<file path="config.mk">
export PLATFORM = sky130hd
export DESIGN_NAME = sysclk_bitcommand_sched
export DESIGN_NICKNAME = d
export VERILOG_FILES = /design/src/rtl/sysclk_bitcommand_sched.sv
export SDC_FILE = /design/constraint.sdc
export NUM_CORES = 1
export LEC_CHECK = 0
export BUFFER_PORTS_ARGS = -buffer_cell sky130_fd_sc_hd__buf_2
export CAP_MARGIN = 20
export CORE_MARGIN = 2
export CORE_UTILIZATION = 40
export CTS_BUF_LIST = sky130_fd_sc_hd__clkbuf_4 sky130_fd_sc_hd__clkbuf_8
export CTS_CLUSTER_SIZE = 12
export DETAILED_ROUTE_END_ITERATION = 6
export GPL_TIMING_DRIVEN = 0
export PLACE_DENSITY = 0.58
export SKIP_CTS_REPAIR_TIMING = 1
export SYNTH_ARGS = -nofsm -noshare
export SYNTH_HDL_FRONTEND = slang
export SYNTH_SLANG_ARGS = --single-unit
export TNS_END_PERCENT = 50
</file>
<file path="constraint.sdc">
create_clock -name sysclk_i -period 2.6 [get_ports sysclk_i]
set_input_delay 0.39 -clock sysclk_i [delete_from_list [all_inputs] [get_ports sysclk_i]]
set_output_delay 0.39 -clock sysclk_i [all_outputs]
set_load 0.02 [all_outputs]
</file>
<file path="src/rtl/sysclk_bitcommand_sched.sv">
// sysclk_bitcommand_sched: collects one-shot bit requests and issues them once per SYSCLK command period
// at the phase-1 evaluation point, with sync alignment, per-bit holdoff, overflow flags and an issue count.
module sysclk_bitcommand_sched #(
    parameter int               NBITS           = 8,
    parameter logic [NBITS-1:0] SYNC_ALIGN_MASK = NBITS'(1),
    parameter int               HOLDOFF         = 2
) (
    input  logic             sysclk_i,
    input  logic             sysclk_rst_i,
    input  logic             sysclk_phase_i,
    input  logic             sysclk_sync_i,
    input  logic [NBITS-1:0] req_i,
    input  logic [NBITS-1:0] enable_i,
    input  logic             clr_i,
    output logic [NBITS-1:0] bitcommand_o,
    output logic [NBITS-1:0] ack_o,
    output logic [NBITS-1:0] overflow_o,
    output logic [15:0]      issue_count_o
);
    localparam int HW = (HOLDOFF > 0) ? $clog2(HOLDOFF + 1) : 1;

    logic [NBITS-1:0] req_q;
    logic [NBITS-1:0] pending;
    logic [NBITS-1:0] req_edge;
    logic [NBITS-1:0] hold_zero;
    logic [NBITS-1:0] issue;
    logic             phase_1;
    logic [HW-1:0]    hold [NBITS];

    assign req_edge = req_i & ~req_q;

    always_comb begin
        hold_zero = '0;
        for (int b = 0; b < NBITS; b++) hold_zero[b] = (hold[b] == '0);
        issue = phase_1 ? (pending & hold_zero & (~SYNC_ALIGN_MASK | {NBITS{sysclk_sync_i}})) : '0;
    end

    // req_q loads through reset so a level held across reset is not seen as a new request
    always_ff @(posedge sysclk_i) begin
        req_q <= req_i;
        if (sysclk_rst_i) begin
            phase_1       <= 1'b0;
            pending       <= '0;
            bitcommand_o  <= '0;
            ack_o         <= '0;
            overflow_o    <= '0;
            issue_count_o <= '0;
            for (int b = 0; b < NBITS; b++) hold[b] <= '0;
        end else begin
            phase_1    <= sysclk_phase_i;
            pending    <= enable_i & (req_edge | (pending & ~issue));
            overflow_o <= (req_edge & enable_i & pending & ~issue) | (overflow_o & ~{NBITS{clr_i}});
            ack_o      <= issue;
            if (phase_1) begin
                bitcommand_o <= issue;
                if (|issue) issue_count_o <= issue_count_o + 16'd1;
                for (int b = 0; b < NBITS; b++)
                    hold[b] <= issue[b] ? HW'(HOLDOFF) : (hold_zero[b] ? '0 : hold[b] - HW'(1));
            end
        end
    end
endmodule

</file>
* After elaboration in Yosys (flattened, before gate mapping) *
Memories as Yosys holds them, arrays and structs flattened.
Cells that the tools add are included.

storage, ports and cells
  memories = 1
  bits in writable memories = 16
  output and inout port bits = 40
  input port bits = 21
  bits in registers = 57

memories
  name  words  width  rd ports  clocked after Yosys merged registers in  wr ports  line  source
  hold  8      2      8         0                                        8         28    logic [HW-1:0] hold [NBITS];

cells by class
  multiplexer cells = 30
  reductions and logical operators = 10
  add/sub/neg operators = 9
  bitwise gates (word level) = 22

operators by type and width
  operator               number
  $and 8x8->8            9
  $mux 2                 24
  $not 8->8              3
  $add 16x1->16 const B  1
  $logic_not 2->1        8
  $or 8x8->8             2
  $sub 2x1->2 const B    8
  $mux 8                 1
  $or 1x1->1             8
  $reduce_or 8->1        1
  $mux 1                 5
  $reduce_and 2->1       1

* Depth between registers and ports, before layout *
Gate-level depths: netlist (run 1).

  depth in word-level cells = 8
  mapped depth = 7
  mapped depth without buffers = 6

* Worst setup path before layout (run 1) *
OpenSTA, ideal clock, no wires.

  path kind = register to register
  start point = memory hold[0][14] (netlist name)
  end point = register issue_count_o[14]
  library setup time = 0.123 ns
  clock period less this slack = 1.920 ns
  setup slack = 0.680 ns
  data arrival time = 1.797 ns
  cell stages (with the launch flop) = 7
  cell sequence = edfxtp_1 nand4bb_2 and4_4 buf_6 and3_4 nor4_1 mux2_1

RTL lines
  what                  line  source
  from (decl)           28
  to (signal assigned)  56    if (|issue) issue_count_o <= issue_count_o + 16'd1;
  to (decl)             18    output logic [15:0] issue_count_o

==> reports/results.ini, run 1 <==
[worst_setup_path]
worstPathRequired_ns = 2.83
slowest_stage = edfxtp_1
critPathLaunchType = flip-flop
reg2reg_depth = 6
cp-end-kind = flip-flop
crit_chain = nand4bb_1 > and4_4 > buf_6 > and3_4 > nor4_1 > mux2_1
cp_top_family = simple AND/OR/NAND/NOR gates
ff2ff_setup_slack_ns = 0.41
critPathBufInv = 1
worstReg2RegEnd = issue_count_o[15]
critPathMaxFanout = 9
crit-reg2reg-launch = hold[0][4]
slowest_delay_ns = 0.43
path_class = flip-flop to flip-flop
worstPathArrival_ns = 2.42

[floorplan]
dieArea_um2 = 7920
die_w_um = 89.0
num_rows = 30
start_util_pct = 41.9
core_area_um2 = 6910
boundaryPins = 61
die_h_um = 89.0

[global_route]
grt_start_max_net_pins = 17
use_met1_pct = 22.3
use_met2_pct = 26.2
busiest_layer = met2
antenna_found_initial = 0
grt_pass1_vias = 2069
grt_use_met3_pct = 4.16
grt_pass1_wl_mm = 9.89
grt_overflow = 0
grt_usage_pct = 16.8

[clock_network]
cts_made_buffers = 9
root_buffer = clkbuf_8
clk_pin_slew_ns = 0.07
cts_sinks = 73
htreeDepth = 3
cts_tree = yes
cts_buffer_depth = 2
worstSkewPairLatency_ns = 0.34

[synthesis]
syn_area_per_cell_um2 = 10.4
ys_seq_area_share_pct = 56.1
yosysWarnings = 0
synth_ff_type = dfxtp_1
synthCells = 278
synthArstFlopShare_pct = 0
ys_types = 40
ys_seq_elements = 73
syn_nets = 300
yosys.area.top_type_share_pct = 39.5
yosysTopAreaCell = dfxtp_1
synthTopCellsByArea = dfxtp_1, edfxtp_1, a21oi_1
synth_edf_count = 16
synth_most_common_cell = dfxtp_1
synth_common_cells = dfxtp_1, nor2_1, a21oi_1, nand2_1, nor3b_1
synth_area_um2 = 2890

[placement]
port_buffers = 60
dp_hpwl_mm = 4.48
place_area_um2 = 3310
gp_congestion = 0.772

[timing]
timing.fmax_ghz = 0.457
rsz0062_at_grt = no
fin_setup_tns_ns = 0
fin_skew_ns = 0.00688
post-route-min-period_ns = 2.19
worst_pin_slew_ns = 0.752
period_share_pct = 84.1
relSlewSlack_pct = 49.7
slew_viol_final = 0
setup_viol = 0
hold_violations = 0

[min_path]
hold_path_depth = 1
min_to = req_q[6]
hold_path.class = input port to flip-flop
hold_start = req_i[6]

[routing]
drt_iter0_markers = 111
routed_wl_mm = 6.23
drc_errors = 0
ant_nets = 0
drtPass1Iterations = 4
num_vias = 2253
wl_per_cell_um = 13.8
vias_per_cell = 5.01

[final_layout]
layout.nets = 371
area_growth_pct = 20.4
n_antenna_cell = 0
drive_gt1_share_pct = 25.1
stdcell_area_um2 = 3480

[power]
p_per_area_nw_per_um2 = 605
leakagePower_nw = 1.44
vdd_ir_drop_max_mv = 0.311

[run_status]
status = complete, no violations

[flow_run]
cap_viol_max_count = 0

worst register-to-register path, cell delays in order, from the launching register on:
cell,delay [ns]
edfxtp_1,0.43
nand4bb_1,0.36
and4_4,0.25
buf_6,0.14
and3_4,0.19
nor4_1,0.36
mux2_1,0.35
logic make-up (layout without fill, tap and decap cells):
family          count (synthesis)  count (layout)  synth area share [%]
buf+inv                        15              91                  2.29
flops                          73              73                  56.1
xor+xnor                        7               7                  2.12
compound gates                 48              48                  10.9
mux                             5               5                  1.90
simple gates                  129             129                  26.3
fa+ha+maj                       1               1                 0.433
how the worst max path moves through the flow:
| stage | start | to | slack, ns | cells after the start |
|---|---|---|---|---|
| 6_report | hold[0][4] | issue_count_o[15] | 0.41 | 6 |
| 5_1_grt | phase_1 | issue_count_o[10] | 0.26 | 6 |
| 4_1_cts | hold[0][4] | issue_count_o[15] | 0.40 | 6 |
| 3_5_place_dp | sysclk_rst_i | hold[0][14] | 0.30 | 4 |
| 3_3_place_gp | sysclk_rst_i | hold[0][14] | 0.28 | 4 |
| 2_1_floorplan | hold[0][14] | issue_count_o[14] | 0.68 | 6 |
per-layer routing:
metal | vias to the layer above | share of wire [%] | wire length [um]
met2 | 60 | 46 | 2850
li1 | 1140 | - | -
met3 | 9 | 5.0 | 312
met1 | 1044 | 48 | 2960
met4 | 0 | 1.7 | 109
met5 | - | 0 | 0
registers in the layout, summed over array words and instances, names as in the netlist:
signal         cells
hold              16
issue_count_o     16
ack_o              8
bitcommand_o       8
overflow_o         8
pending            8
req_q              8
phase_1            1
power breakdown:
group          internal, mW  total, mW  switching, mW
registers              1.19       1.21         0.0246
clock network         0.374      0.774          0.400
logic                0.0476      0.118         0.0706
cells in the final DEF, fill, tap and decap left out, drive strengths merged, types with 4 or more instances in the layout:
| cell type | count |
|---|---|
| nand2 | 19 |
| a21oi | 28 |
| nor2 | 31 |
| a21o | 9 |
| xnor2 | 7 |
| nand4 | 15 |
| nand3 | 7 |
| edfxtp | 16 |
| nor3b | 20 |
| a31oi | 5 |
| nand4bb | 4 |
| nand2b | 8 |
| clkbuf | 20 |
| dfxtp | 57 |
| mux2 | 4 |
| nor2b | 13 |
| buf | 64 |
through the flow:
stage	power (mW)	std cells	hold WS, ns	util, %	worst slack, ns
floorplan	1.31	278	0.418	-	0.680
global placement	1.36	434	0.431	48.0	0.283
detailed placement	1.36	434	0.435	48.0	0.297
CTS	2.13	450	0.139	50.4	0.395
global route	2.21	450	0.138	50.4	0.258
finish	2.10	450	0.154	50.4	0.414
final cells by class:
class	count	area [um2]
inverter	3	11.3
timing repair buffer	60	300
sequential	73	1620
clock buffer	12	146
tap	96	120
clock inverter	4	22.5
fill	685	3430
multi-input combinational	190	1200
buffer	12	55.1
Note: power is estimated with default switching activity, not from simulation.
==> inputs of run 2 (changes only) <==
PLACE_DENSITY = 0.6   (was 0.58)
clock period = 1.8 ns   (was 2.6 ns; I/O delays follow)
==> reports/results.ini, run 2 (same netlist as run 1, synthesis figures left out) <==
[final_layout]
drive_gt1_share_pct = 34.4  ; was 25.1%
stdcell_area_um2 = 3840  ; was 3480 um2
area_growth_pct = 32.7  ; was 20.4%
layoutNonFillerInstCount = 468  ; was 450
final_util_pct = 55.6  ; was 50.4%
layout.nets = 389  ; was 371
reg.largest.list = hold (16), issue_count_o (16)  ; unchanged
mostFrequentLayoutCell = buf_2  ; unchanged
n_antenna_cell = 0  ; unchanged
final_cell_mix = buf_2, dfxtp_1, nor2_1  ; unchanged

[routing]
num_vias = 2367  ; was 2253
drc_errors = 0  ; unchanged
routed_wl_mm = 6.43  ; was 6.23 mm
vias_per_cell = 5.06  ; was 5.01
wl_per_cell_um = 13.7  ; was 13.8 um
drt_iter0_markers = 97  ; was 111
drtPass1Iterations = 4  ; unchanged
ant_nets = 0  ; unchanged

[worst_setup_path]
slowest_delay_ns = 0.40  ; was 0.43 ns
cp-end-kind = flip-flop  ; unchanged
worstPathRequired_ns = 2.03  ; was 2.83 ns
slowest_stage = edfxtp_1  ; unchanged
path_class = flip-flop to flip-flop  ; unchanged
critPathMaxFanout = 9  ; unchanged
crit_chain = nand4bb_4 > and4_4 > buf_6 > and3_4 > nor4_2 > mux2_1  ; was nand4bb_1 > and4_4 > buf_6 > and3_4 > nor4_1 > mux2_1
worstPathArrival_ns = 2.05  ; was 2.42 ns
critPathLaunchType = flip-flop  ; unchanged

[timing]
rsz0062_at_grt = yes  ; was no
setup_viol = 3  ; was 0
post-route-min-period_ns = 1.82  ; was 2.19 ns
slew_viol_final = 0  ; unchanged
fin_skew_ns = 0.00544  ; was 0.00688 ns
period_share_pct = 101  ; was 84.1%
timing.final.ws_setup_ns = -0.0195  ; was 0.414 ns
worst_pin_slew_ns = 0.576  ; was 0.752 ns
timing.fmax_ghz = 0.550  ; was 0.457 GHz
hold_violations = 0  ; unchanged
relSlewSlack_pct = 61.6  ; was 49.7%

[global_route]
grt_usage_pct = 16.9  ; was 16.8%
grt_pass1_wl_mm = 10.2  ; was 9.89 mm
antenna_found_initial = 0  ; unchanged
grt_start_max_net_pins = 17  ; unchanged
grt_overflow = 0  ; unchanged
grt_pass1_vias = 2116  ; was 2069

[clock_network]
cts_sinks = 73  ; unchanged
root_buffer = clkbuf_8  ; unchanged
clk_pin_slew_ns = 0.07  ; about the same
cts_buffer_depth = 2  ; unchanged
cts_made_buffers = 9  ; unchanged
cts_tree = yes  ; unchanged
worstSkewPairLatency_ns = 0.34  ; about the same
htreeDepth = 3  ; unchanged

[placement]
dp_cells = 434  ; unchanged
place_area_um2 = 3380  ; was 3310 um2
gp_congestion = 0.820  ; was 0.772
port_buffers = 60  ; unchanged
dp_hpwl_mm = 4.38  ; was 4.48 mm

[floorplan]
core_area_um2 = 6910  ; unchanged
dieArea_um2 = 7920  ; unchanged
num_rows = 30  ; unchanged
die_w_um = 89.0  ; unchanged
boundaryPins = 61  ; unchanged
die_h_um = 89.0  ; unchanged
start_util_pct = 41.9  ; unchanged

[power]
vdd_ir_drop_max_mv = 0.418  ; was 0.311 mV
leakagePower_nw = 1.61  ; was 1.44 nW
p_per_area_nw_per_um2 = 820  ; was 605 nW/um2

[run_status]
status = finished with violations  ; was complete, no violations
violations = setup timing

[min_path]
hold_path.class = input port to flip-flop  ; unchanged

[flow_run]
cap_viol_max_count = 0  ; unchanged

## run 2: changes by cell type in the layout (fill, tap and decap cells not counted), moves of 3 or more
cell	previous run	this run
dfxtp_1	57	52
nand4bb_1	3	0
dfxtp_4	0	3
nor3b_4	0	4
nor4_1	3	0
buf_4	0	19
nand4bb_4	0	4
## run 2: worst paths after layout
path                        start           endpoint  slack, ns  depth (start not counted)
setup / recovery      hold[0][14]  issue_count_o[14]      -0.02                          6
hold reg to reg   bitcommand_o[1]    bitcommand_o[1]       0.45                          1
hold / removal           req_i[1]           req_q[1]       0.04                          1
setup reg to reg      hold[0][14]  issue_count_o[14]      -0.02                          6
## run 2: final cells by class
class / count / area (um2)
fill: 653 / 3070
inverter: 3 / 15.0
clock inverter: 1 / 5.00
multi-input combinational: 190 / 1380
buffer: 11 / 63.8
sequential: 73 / 1640
tap: 96 / 120
timing repair buffer: 79 / 443
clock buffer: 15 / 175
## run 2: power breakdown
group	switching (mW)	leakage, nW	internal, mW
Combinational	0.112	0.871	0.0957
Sequential	0.0426	0.638	1.71
Clock	0.568	0.0988	0.615
Total	0.723	1.61	2.42
## run 2: through the flow
stage          setup WS, ns  hold slack [ns]  TNS [ns]  total power [mW]
2_1_floorplan       -0.0542            0.298    -0.103              1.90
3_3_place_gp         -0.309            0.382     -7.85              1.97
3_5_place_dp         -0.335            0.385     -8.51              1.97
4_1_cts              -0.337           0.0177     -6.98              3.15
5_1_grt              -0.117           0.0250    -0.465              3.27
6_report            -0.0195           0.0353   -0.0333              3.15
## run 2: layer usage
layer	share of wire (%)	wire length [um]	up-vias	global-route usage, %
li1	-	-	1181	-
met1	48	3060	1115	22.6
met2	45	2920	60	26.3
met3	4.9	312	11	3.51
met4	2.1	134	0	8.14
met5	0	0	-	0
## run 2: critical path: cells and delay by family (launching register included)
family | cells | cell delay, ns
simple gates | 4 | 0.81
flops | 1 | 0.40
mux | 1 | 0.34
buf+inv | 1 | 0.14
==> inputs of run 3 (changes only) <==
PLACE_DENSITY = 0.58   (was 0.6)
clock period = 2.2 ns   (was 1.8 ns; I/O delays follow)
==> reports/results.ini, run 3 (same netlist as run 1, synthesis figures left out) <==
[run_status]
status = complete, no violations  ; was finished with violations

[floorplan]
num_rows = 30  ; unchanged
die_h_um = 89.0  ; unchanged
core_area_um2 = 6910  ; unchanged
boundaryPins = 61  ; unchanged
dieArea_um2 = 7920  ; unchanged
start_util_pct = 41.9  ; unchanged
die_w_um = 89.0  ; unchanged

[final_layout]
final_cell_mix = buf_2, dfxtp_1, nor2_1  ; unchanged
layout.nets = 371  ; was 389
seqCellArea_um2 = 1620  ; was 1640 um2
reg.largest.list = hold (16), issue_count_o (16)  ; unchanged
stdcell_area_um2 = 3490  ; was 3840 um2
mostFrequentLayoutCell = buf_2  ; unchanged
fillCellCount = 684  ; was 653
n_antenna_cell = 0  ; unchanged
drive_gt1_share_pct = 25.7  ; was 34.4%
multi_input_area_um2 = 1210  ; was 1380 um2
area_growth_pct = 20.7  ; was 32.7%

[timing]
fin_skew_ns = 0.00770  ; was 0.00544 ns
hold_violations = 0  ; unchanged
relSlewSlack_pct = 60.7  ; was 61.6%
rsz0062_at_grt = yes  ; unchanged
timing.fmax_ghz = 0.456  ; was 0.550 GHz
worst_pin_slew_ns = 0.588  ; was 0.576 ns
period_share_pct = 99.6  ; was 101%
post-route-min-period_ns = 2.19  ; was 1.82 ns
setup_viol = 0  ; was 3
slew_viol_final = 0  ; unchanged
fin_hold_ws_ns = 0.0937  ; was 0.0353 ns

[routing]
ant_nets = 0  ; unchanged
vias_per_cell = 5.00  ; was 5.06
drtPass1Iterations = 4  ; unchanged
drt_iter0_markers = 106  ; was 97
drc_errors = 0  ; unchanged
num_vias = 2249  ; was 2367
routed_wl_mm = 6.24  ; was 6.43 mm
wl_per_cell_um = 13.9  ; was 13.7 um

[power]
p_per_area_nw_per_um2 = 714  ; was 820 nW/um2
leakagePower_nw = 1.44  ; was 1.61 nW
vdd_ir_drop_max_mv = 0.367  ; was 0.418 mV

[worst_setup_path]
critPathLaunchType = flip-flop  ; unchanged
critPathMaxFanout = 9  ; unchanged
slowest_delay_ns = 0.43  ; was 0.40 ns
crit_chain = nand4bb_1 > and4_4 > buf_6 > and3_4 > nor4_1 > mux2_1  ; was nand4bb_4 > and4_4 > buf_6 > and3_4 > nor4_2 > mux2_1
cp-end-kind = flip-flop  ; unchanged
worstPathRequired_ns = 2.43  ; was 2.03 ns
slowest_stage = edfxtp_1  ; unchanged
path_class = flip-flop to flip-flop  ; unchanged
worstPathArrival_ns = 2.42  ; was 2.05 ns

[placement]
port_buffers = 60  ; unchanged
gp_congestion = 0.772  ; was 0.820
dp_hpwl_mm = 4.48  ; was 4.38 mm
place_area_um2 = 3310  ; was 3380 um2

[global_route]
grt_pass1_vias = 2069  ; was 2116
grt_pass1_wl_mm = 9.89  ; was 10.2 mm
grt_usage_pct = 16.8  ; was 16.9%
antenna_found_initial = 0  ; unchanged
grt_start_max_net_pins = 17  ; unchanged
grt_overflow = 0  ; unchanged

[clock_network]
worstSkewPairLatency_ns = 0.35  ; was 0.34 ns
root_buffer = clkbuf_8  ; unchanged
cts_sinks = 73  ; unchanged
htreeDepth = 3  ; unchanged
clk_pin_slew_ns = 0.07  ; about the same
cts_tree = yes  ; unchanged
cts_buffer_depth = 2  ; unchanged
cts_made_buffers = 9  ; unchanged

[flow_run]
cap_viol_max_count = 0  ; unchanged

[min_path]
hold_path.class = input port to flip-flop  ; unchanged

## run 3: cell types whose count changed in the layout (fill, tap and decap cells not counted), moves of 3 or more
cell | previous run | this run
buf_4 | 19 | 0
dfxtp_1 | 52 | 57
dfxtp_4 | 3 | 0
nand4bb_1 | 0 | 3
nand4bb_4 | 4 | 0
nor3b_4 | 4 | 0
nor4_1 | 0 | 3
## run 3: worst max-delay path: cells and delay by family (launching register included)
family	cells	cell delay, ns
buf+inv	1	0.14
flops	1	0.43
mux	1	0.35
simple gates	4	1.16
## run 3: final timing paths
| check | slack (ns) | endpoint | cells after the start | start |
|---|---|---|---|---|
| max | 0.008 | issue_count_o[15] | 6 | hold[0][4] |
| min | 0.09 | req_q[6] | 1 | req_i[6] |
| max reg2reg | 0.008 | issue_count_o[15] | 6 | hold[0][4] |
| min reg2reg | 0.45 | bitcommand_o[1] | 1 | bitcommand_o[1] |
## run 3: report_power, final
group          leakage, nW  total (mW)  switching, mW  internal, mW
sequential           0.634        1.43         0.0290          1.40
clock               0.0904       0.916          0.474         0.442
combinational        0.716       0.140         0.0839        0.0565
total                 1.44        2.49          0.587          1.90
## run 3: per-stage QoR
stage	setup TNS (ns)	power (mW)	util [%]	cells	setup slack, ns
global route	-0.290	2.61	50.5	450	-0.0910
CTS	-0.00453	2.52	50.4	450	-0.00453
detailed placement	-0.689	1.61	48.0	434	-0.0433
global placement	-0.904	1.60	48.0	434	-0.0570
floorplan	0	1.55	-	278	0.280
finish	0	2.49	50.5	450	0.00802
## run 3: final cells by class
type | instances | area share (%)
plain buffers | 12 | 1.58
clock buffers | 12 | 4.20
clock inverters | 4 | 0.645
inverters | 3 | 0.323
multi-input cells | 190 | 34.7
flip-flops and latches | 73 | 46.5
well taps | 96 | 3.44
repair buffers | 60 | 8.61
## run 3: per-layer routing
| metal | track usage (%) | wire (um) |
|---|---|---|
| met1 | 22.3 | 2980 |
| met2 | 26.2 | 2880 |
| met3 | 4.16 | 278 |
| met4 | 7.33 | 109 |
| met5 | 0 | 0 |
